--- config.mk ---
export PLATFORM = sky130hd
export DESIGN_NAME = accel_divider_core_flat
export DESIGN_NICKNAME = d
export VERILOG_FILES = /design/src/rtl/accel_divider_core_pkg.sv /design/src/rtl/accel_divider_core_if.sv /design/src/rtl/accel_div_step.sv /design/src/rtl/accel_divider_core.sv /design/src/flat_wrapper.sv
export SDC_FILE = /design/constraint.sdc
export NUM_CORES = 1
export LEC_CHECK = 0
export CAP_MARGIN = 20
export CORE_ASPECT_RATIO = 0.5
export CORE_MARGIN = 1
export CORE_UTILIZATION = 51
export CTS_BUF_LIST = sky130_fd_sc_hd__clkbuf_4 sky130_fd_sc_hd__clkbuf_8
export DETAILED_ROUTE_END_ITERATION = 6
export GPL_TIMING_DRIVEN = 1
export PLACE_DENSITY = 0.8
export SYNTH_ARGS = -nofsm -noshare
export SYNTH_HDL_FRONTEND = slang
export SYNTH_SLANG_ARGS = --single-unit
--- constraint.sdc ---
create_clock -name CSI_CLOCK_CLK -period 3.3 [get_ports CSI_CLOCK_CLK]
set_input_delay 0.66 -clock CSI_CLOCK_CLK [delete_from_list [all_inputs] [get_ports CSI_CLOCK_CLK]]
set_output_delay 0.66 -clock CSI_CLOCK_CLK [all_outputs]
set_load 0.005 [all_outputs]
--- src/rtl/accel_divider_core_pkg.sv ---
// Shared definitions for the divider engine and the register-file slave it serves.
package accel_pkg;

    typedef enum logic [1:0] {
        IDLE = 2'd0,
        CALC = 2'd1,
        FIX  = 2'd2,
        HOLD = 2'd3
    } state_e;

    localparam int ST_DIVZ     = 0;
    localparam int ST_OVF      = 1;
    localparam int ST_BUSY     = 2;
    localparam int CTRL_SIGNED = 0;
    localparam int DONE_BIT    = 31;
    localparam int START_BIT   = 0;

    // Slave register 0 as software sees it: START written by the host, DONE from the engine.
    function automatic logic [31:0] reg0_view(input logic start, input logic done);
        logic [31:0] word;
        word            = '0;
        word[START_BIT] = start;
        word[DONE_BIT]  = done;
        return word;
    endfunction

endpackage

--- src/rtl/accel_divider_core_if.sv ---
// Level/register bundle between the Avalon register-file slave and the divider engine.
interface accel_divider_core_if #(
    parameter int DATA_WIDTH = 32
);
    logic                  START;
    logic [DATA_WIDTH-1:0] OPERAND_A;
    logic [DATA_WIDTH-1:0] OPERAND_B;
    logic [DATA_WIDTH-1:0] CTRL;
    logic                  DONE;
    logic [DATA_WIDTH-1:0] QUOTIENT;
    logic [DATA_WIDTH-1:0] REMAINDER;
    logic [DATA_WIDTH-1:0] STATUS;

    modport master (
        output START, OPERAND_A, OPERAND_B, CTRL,
        input  DONE, QUOTIENT, REMAINDER, STATUS
    );

    modport slave (
        input  START, OPERAND_A, OPERAND_B, CTRL,
        output DONE, QUOTIENT, REMAINDER, STATUS
    );
endinterface

--- src/rtl/accel_div_step.sv ---
// One restoring-division iteration: shift {rem, quo} left, trial-subtract, keep if no borrow.
module accel_div_step #(
    parameter int DATA_WIDTH = 32
) (
    input  logic [DATA_WIDTH-1:0] rem_i,
    input  logic [DATA_WIDTH-1:0] quo_i,
    input  logic [DATA_WIDTH-1:0] divisor_i,
    output logic [DATA_WIDTH-1:0] rem_o,
    output logic [DATA_WIDTH-1:0] quo_o
);
    logic [DATA_WIDTH:0] shifted;
    logic [DATA_WIDTH:0] trial;

    always_comb begin
        shifted = {rem_i, quo_i[DATA_WIDTH-1]};
        trial   = shifted - {1'b0, divisor_i};
        // The extra MSB is the borrow: set only when the shifted remainder is below the divisor.
        if (!trial[DATA_WIDTH]) begin
            rem_o = trial[DATA_WIDTH-1:0];
            quo_o = {quo_i[DATA_WIDTH-2:0], 1'b1};
        end else begin
            rem_o = shifted[DATA_WIDTH-1:0];
            quo_o = {quo_i[DATA_WIDTH-2:0], 1'b0};
        end
    end
endmodule

--- src/rtl/accel_divider_core.sv ---
// Iterative signed/unsigned restoring divider, one quotient bit per clock, driven by START/DONE levels.
module accel_divider_core
    import accel_pkg::*;
#(
    parameter int DATA_WIDTH = 32,
    parameter int CNT_WIDTH  = $clog2(DATA_WIDTH)
) (
    input logic                 CSI_CLOCK_CLK,
    input logic                 CSI_CLOCK_RESET,
    accel_divider_core_if.slave bus
);
    localparam logic [DATA_WIDTH-1:0] MIN_VAL  = {1'b1, {(DATA_WIDTH-1){1'b0}}};
    localparam logic [CNT_WIDTH-1:0]  LAST_CNT = CNT_WIDTH'(DATA_WIDTH - 1);

    state_e                 state_q, state_d;
    logic [CNT_WIDTH-1:0]   cnt_q, cnt_d;
    logic [DATA_WIDTH-1:0]  rem_q, rem_d;
    logic [DATA_WIDTH-1:0]  quo_q, quo_d;
    logic [DATA_WIDTH-1:0]  div_q, div_d;
    logic [DATA_WIDTH-1:0]  a_raw_q, a_raw_d;
    logic                   q_neg_q, q_neg_d;
    logic                   r_neg_q, r_neg_d;
    logic                   ovf_q, ovf_d;
    logic                   divz_q, divz_d;
    logic [DATA_WIDTH-1:0]  quotient_q, quotient_d;
    logic [DATA_WIDTH-1:0]  remainder_q, remainder_d;
    logic [1:0]             flags_q, flags_d;

    logic [DATA_WIDTH-1:0]  step_rem, step_quo;
    logic                   a_neg, b_neg, signed_mode;
    logic                   ctrl_unused;

    assign ctrl_unused = ^bus.CTRL;

    accel_div_step #(.DATA_WIDTH(DATA_WIDTH)) u_step (
        .rem_i     (rem_q),
        .quo_i     (quo_q),
        .divisor_i (div_q),
        .rem_o     (step_rem),
        .quo_o     (step_quo)
    );

    always_ff @(posedge CSI_CLOCK_CLK) begin
        if (CSI_CLOCK_RESET) begin
            state_q     <= IDLE;
            cnt_q       <= '0;
            rem_q       <= '0;
            quo_q       <= '0;
            div_q       <= '0;
            a_raw_q     <= '0;
            q_neg_q     <= 1'b0;
            r_neg_q     <= 1'b0;
            ovf_q       <= 1'b0;
            divz_q      <= 1'b0;
            quotient_q  <= '0;
            remainder_q <= '0;
            flags_q     <= '0;
        end else begin
            state_q     <= state_d;
            cnt_q       <= cnt_d;
            rem_q       <= rem_d;
            quo_q       <= quo_d;
            div_q       <= div_d;
            a_raw_q     <= a_raw_d;
            q_neg_q     <= q_neg_d;
            r_neg_q     <= r_neg_d;
            ovf_q       <= ovf_d;
            divz_q      <= divz_d;
            quotient_q  <= quotient_d;
            remainder_q <= remainder_d;
            flags_q     <= flags_d;
        end
    end

    always_comb begin
        state_d     = state_q;
        cnt_d       = cnt_q;
        rem_d       = rem_q;
        quo_d       = quo_q;
        div_d       = div_q;
        a_raw_d     = a_raw_q;
        q_neg_d     = q_neg_q;
        r_neg_d     = r_neg_q;
        ovf_d       = ovf_q;
        divz_d      = divz_q;
        quotient_d  = quotient_q;
        remainder_d = remainder_q;
        flags_d     = flags_q;

        signed_mode = bus.CTRL[CTRL_SIGNED];
        a_neg       = signed_mode & bus.OPERAND_A[DATA_WIDTH-1];
        b_neg       = signed_mode & bus.OPERAND_B[DATA_WIDTH-1];

        case (state_q)
            IDLE: begin
                if (bus.START) begin
                    quo_d   = a_neg ? -bus.OPERAND_A : bus.OPERAND_A;
                    div_d   = b_neg ? -bus.OPERAND_B : bus.OPERAND_B;
                    rem_d   = '0;
                    cnt_d   = '0;
                    a_raw_d = bus.OPERAND_A;
                    q_neg_d = a_neg ^ b_neg;
                    r_neg_d = a_neg;
                    // MIN / -1 falls out of the magnitude path as MIN; only the flag needs recording.
                    ovf_d   = signed_mode && (bus.OPERAND_A == MIN_VAL) && (bus.OPERAND_B == '1);
                    divz_d  = (bus.OPERAND_B == '0);
                    state_d = (bus.OPERAND_B == '0) ? FIX : CALC;
                end
            end
            CALC: begin
                if (!bus.START) begin
                    state_d = IDLE;
                end else begin
                    rem_d = step_rem;
                    quo_d = step_quo;
                    cnt_d = cnt_q + 1'b1;
                    if (cnt_q == LAST_CNT) begin
                        state_d = FIX;
                    end
                end
            end
            FIX: begin
                if (!bus.START) begin
                    state_d = IDLE;
                end else begin
                    if (divz_q) begin
                        quotient_d  = '1;
                        remainder_d = a_raw_q;
                        flags_d     = 2'b01;
                    end else begin
                        quotient_d  = q_neg_q ? -quo_q : quo_q;
                        remainder_d = r_neg_q ? -rem_q : rem_q;
                        flags_d     = {ovf_q, 1'b0};
                    end
                    state_d = HOLD;
                end
            end
            HOLD: begin
                if (!bus.START) begin
                    state_d = IDLE;
                end
            end
            default: state_d = IDLE;
        endcase
    end

    always_comb begin
        bus.DONE              = (state_q == HOLD);
        bus.QUOTIENT          = quotient_q;
        bus.REMAINDER         = remainder_q;
        bus.STATUS            = '0;
        bus.STATUS[ST_DIVZ]   = flags_q[0];
        bus.STATUS[ST_OVF]    = flags_q[1];
        bus.STATUS[ST_BUSY]   = (state_q == CALC) || (state_q == FIX);
    end
endmodule

--- src/flat_wrapper.sv ---
// flat-port wrapper written by rule: the top's interface ports become plain ports
module accel_divider_core_flat import accel_pkg::*;
#(
    parameter int DATA_WIDTH = 32,
    parameter int CNT_WIDTH  = $clog2(DATA_WIDTH)
)
  (CSI_CLOCK_CLK, CSI_CLOCK_RESET, bus_START, bus_OPERAND_A, bus_OPERAND_B, bus_CTRL, bus_DONE, bus_QUOTIENT, bus_REMAINDER, bus_STATUS);
  accel_divider_core_if #(.DATA_WIDTH(DATA_WIDTH)) bus_i ();
  input logic CSI_CLOCK_CLK;
  input logic CSI_CLOCK_RESET;
  input wire logic [$bits(bus_i.START)-1:0] bus_START;
  input wire logic [$bits(bus_i.OPERAND_A)-1:0] bus_OPERAND_A;
  input wire logic [$bits(bus_i.OPERAND_B)-1:0] bus_OPERAND_B;
  input wire logic [$bits(bus_i.CTRL)-1:0] bus_CTRL;
  output wire logic [$bits(bus_i.DONE)-1:0] bus_DONE;
  output wire logic [$bits(bus_i.QUOTIENT)-1:0] bus_QUOTIENT;
  output wire logic [$bits(bus_i.REMAINDER)-1:0] bus_REMAINDER;
  output wire logic [$bits(bus_i.STATUS)-1:0] bus_STATUS;
  assign bus_i.START = bus_START;
  assign bus_i.OPERAND_A = bus_OPERAND_A;
  assign bus_i.OPERAND_B = bus_OPERAND_B;
  assign bus_i.CTRL = bus_CTRL;
  assign bus_DONE = bus_i.DONE;
  assign bus_QUOTIENT = bus_i.QUOTIENT;
  assign bus_REMAINDER = bus_i.REMAINDER;
  assign bus_STATUS = bus_i.STATUS;
  accel_divider_core #(.DATA_WIDTH(DATA_WIDTH), .CNT_WIDTH(CNT_WIDTH)) u_core (.CSI_CLOCK_CLK(CSI_CLOCK_CLK), .CSI_CLOCK_RESET(CSI_CLOCK_RESET), .bus(bus_i));
endmodule
==> results by group, run 1 <==
Drt
  – Initial DRT Pass Iterations: 5
  – Via Count: approximately 12,000
  – Routed wire per std cell: between 15 and 20 µm
  – Remaining routing DRC violations: 0
  – Antenna viol nets, final: 0
  – Routed wire length: 33,190 µm
  – Average vias per placed instance: 5.635
  – Iter 0 DRT Violations: 989

Critical path
  – Crit path max fanout: 14
  – R2R Path End: u_core.rem_q[5]$_SDFFE_PP0P_
  – Slowest CP cell: fa_1
  – WP buf/inv: 3
  – Setup CP Type: reg -> reg
  – Cells on worst reg2reg path: 14
  – R2R Path Start: u_core.quo_q[31]$_SDFFE_PP0P_
  – Crit path largest cell delay: about 0.40 ns
  – Setup crit end kind: flip-flop
  – Reg-to-reg slack, setup: roughly 0.17 ns
  – Family with the most delay on the worst path: compound AO/OA/AOI/OAI gates
  – WP data arrival: 3.61 ns
  – CP Launch Type: flip-flop
  – CP required: between 3 and 4 ns
  – Worst-path cell chain: inv_1, ha_1, fa_1, nor2b_2, o31ai_2, a21oi_2, o31ai_4, o21ai_2, a31oi_1, buf_4, xnor2_4, buf_12, mux2i_1, o21ai_0

Floorplanning
  – I/O pin cnt: 196
  – Initial Utilization: 0.5291
  – Die W: 221.5 µm
  – Die area: 0.02476 mm²
  – Die height: 111.8 µm
  – Core ar.: ~0.023 mm²
  – # rows: 39

Global route
  – Total grt overflow: 0
  – Vias in the first global route: 10,620
  – Initial antenna violation count: 1
  – GR Util All Layers: 0.2629
  – First-pass GRT wire length: 54,080 µm
  – Pin count of the biggest net entering global routing: 95

Power
  – LEAKAGE: 5.679 nW
  – Power Dens Cells: 602.0 mW/mm²
  – Cell internal pwr: 0.005737 W
  – P_sw: 0.003318 W
  – Logic pwr share: 0.374
  – Pwr Total: 0.009056 W
  – Sequential share of power: 0.358
  – Maximum VDD drop: 0.3539 mV
  – Sw Ratio: 0.3664
  – Clk network pwr share: 0.268

Logic synthesis
  – Synthesized area: around 0.012 mm²
  – Sequential-to-total area share from yosys stat: 0.3339
  – Top cells by area in the synthesized netlist: dfxtp_1 33%, nand2_1 8.8%, a21oi_1 5.6%
  – Synth cell types: between 60 and 70
  – Yosys reg bits: 205
  – Ys async rst share: 0
  – Synthesized instance count: approximately 1,600
  – Top cell type's share of synthesized area: 0.3339
  – Syn avg cell area: 7.643 µm²
  – Post-synth EDFFs: 0
  – Warnings from Yosys: 0
  – Largest area contributor in the netlist: dfxtp_1
  – Ys flop type: dfxtp_1

Layout
  – Area Overhead vs Synth: 22.40%
  – Nets: between 1,500 and 2,000
  – Final cell count without fillers: 2,104
  – Layout cell share with drive strength beyond 1: 0.1013

Clock network
  – CTS buffer count: 31
  – CTS tree: done
  – Clock Path Buffers: 3
  – Clock transition at path regs: 0.07 ns
  – Total clock sinks: roughly 200
  – Htree depth: 1
  – Clk_lat worst skew: just over 0.6 ns
  – Post-CTS Hold Fix Bufs: 0
  – Clock root buffer: clkbuf_8

Status
  – Outcome: finished clean

Timing
  – Slew Limit Fails: 0
  – Clock Skew: 0.02260 ns
  – Max Fclk: approximately 0.32 GHz
  – Max-slew headroom: 0.2930
  – Endpoints failing hold: 0
  – Final setup vio count: 0
  – Period utilisation layout: 0.9480
  – RSZ-0062 raised after global routing: false
  – Least-Margin Pin Slew: 1.059 ns
  – Hold WS: 0.4539 ns
  – Fin crit period: around 3.1 ns
  – TNS Setup: 0 ns

Worst hold path
  – Hold Crit Class: reg -> reg
  – Hold depth: 2
  – Hold_sp: u_core.div_q[31]$_SDFFE_PP0P_
  – Hold path endpoint: u_core.div_q[31]$_SDFFE_PP0P_

Placement
  – DP HPWL: 24,540 µm
  – I/O Buffers: 135
  – Gp weighted congestion: 0.9622
  – Cells after DPL: 2,046

Flow run
  – Max_cap viols: 0
==> Yosys cell counts (all sizes together) (4+ instances only) <==
cell	count
a31oi	6
dfxtp	205
nand2b	11
o31ai	25
ha	43
and3	4
o22ai	23
o21bai	6
mux2i	27
nand2	288
a222oi	12
xnor2	72
nor3	31
nor4	12
clkbuf	83
and2	8
nand3	13
o21a	4
o41ai	18
a21oi	137
a2bb2oi	6
or3	13
or2	5
a21boi	4
nand4	14
a21o	12
buf	40
inv	51
or4	16
a311oi	4
xor2	75
o211ai	14
a211oi	31
nor2	133
nand4b	4
o21ai	127
==> cells by family (layout without fill, tap and decap cells) <==
group,after synthesis,after routing,synth area share
buffers and inverters,174,334,0.06230
XOR/XNOR,147,147,0.1054
multiplexers,28,28,0.02291
AND/OR/NAND/NOR,565,565,0.2066
AO/OA/AOI/OAI,444,444,0.2233
flip-flops,205,205,0.3339
adder cells (fa/ha/maj),44,44,0.04540
other,1,30,0.0003051
==> metrics by stage <==
stage                 util  worst slack (ns)  cell area [µm²]
finish              0.6477            0.1716            15040
global route        0.6477          0.006970            15040
detailed placement  0.6148           -0.2738            14280
global placement    0.6148           -0.2712            14280
floorplan                -            0.1933            12400
CTS                 0.6464           0.09220            15010
==> final cells by class <==
cell class	count	area, µm²
diodes	1	2.502
clock buffers	51	639.4
clock inverters	6	86.33
fillers	2015	8184
inverters	51	191.4
multi-input cells	1257	7574
flip-flops and latches	205	4105
well taps	307	384.1
repair buffers	226	2061
==> worst min-delay path, stage by stage, from the launching register on <==
cell	delay, ns
dfxtp_1	0.31
nand2_1	0.05
a21oi_1	0.05
==> worst max path at each step <==
| stage | from | to | slack, ns | cells after the start |
|---|---|---|---|---|
| after floorplan | u_core.quo_q[31]$_SDFFE_PP0P_ | u_core.rem_q[17]$_SDFFE_PP0P_ | 0.19 | 13 |
| after global placement | bus_OPERAND_B[8] | u_core.state_q[0]$_SDFFE_PP0P_ | -0.27 | 11 |
| after detailed placement | bus_OPERAND_B[8] | u_core.div_q[29]$_SDFFE_PP0P_ | -0.27 | 10 |
| after CTS | u_core.quo_q[31]$_SDFFE_PP0P_ | u_core.rem_q[30]$_SDFFE_PP0P_ | 0.09 | 12 |
| after global routing | u_core.quo_q[31]$_SDFFE_PP0P_ | u_core.rem_q[8]$_SDFFE_PP0P_ | 0.007 | 14 |
| final | u_core.quo_q[31]$_SDFFE_PP0P_ | u_core.rem_q[5]$_SDFFE_PP0P_ | 0.17 | 14 |
==> metal layers <==
layer	share of wire	wire, µm	vias up	track usage
li1	-	-	5934	-
met5	0	0	-	0
met2	0.45	14870	366	0.4261
met1	0.47	15600	5495	0.3645
met3	0.059	1973	60	0.03827
met4	0.023	758	0	0.07500
==> cell usage in the layout, fill, tap and decap left out, types with 14 or more instances in the layout <==
master / count
o21ai_0: 123
nor3_1: 29
dfxtp_1: 204
conb_1: 29
buf_4: 89
a21oi_1: 136
mux2i_1: 27
nor2_1: 132
o211ai_1: 14
o22ai_1: 23
nand4_1: 14
nand2_1: 288
clkdlybuf4s50_1: 134
o31ai_1: 21
ha_1: 43
xor2_1: 75
o41ai_1: 16
a211oi_1: 31
xnor2_1: 71
inv_1: 51
clkbuf_8: 41
==> sequential cells by signal, summed over array words and instances, names as in the netlist, 2 cells and up <==
register,cells
u_core.bus.QUOTIENT,32
u_core.quo_q,32
u_core.state_q,2
u_core.flags_q,2
u_core.a_raw_q,32
u_core.div_q,32
u_core.bus.REMAINDER,32
u_core.rem_q,32
u_core.cnt_q,5
==> power by group through the flow <==
stage          clock network [W]  logic [W]  registers (W)
6_report                 0.00243    0.00338        0.00325
4_1_cts                  0.00245    0.00334        0.00324
5_1_grt                  0.00257    0.00376        0.00330
3_5_place_dp                   0    0.00332        0.00329
2_1_floorplan                  0    0.00237        0.00319
3_3_place_gp                   0    0.00326        0.00327
==> timing repair <==
action	4_1_cts	5_1_grt
pin swaps	0	2
buffers inserted	0	0
resized for setup	1	6
endpoints found under the setup margin	1	32
Power figures use the tool's default switching activity.
==> inputs of run 2 (changes only) <==
==> constraint.sdc (replaced) <==
create_clock -name CSI_CLOCK_CLK -period 3.3 [get_ports CSI_CLOCK_CLK]
set_input_delay 0.66 -clock CSI_CLOCK_CLK [delete_from_list [all_inputs] [get_ports CSI_CLOCK_CLK]]
set_output_delay 0.66 -clock CSI_CLOCK_CLK [all_outputs]
set_load 0.01 [all_outputs]
==> results of run 2 <==
The final DEF is identical to that of run 1. Status: finished clean.
Main changes from that run: total power 0.009056 W -> 0.009109 W; worst IR drop on VDD 0.3539 mV -> 0.3540 mV
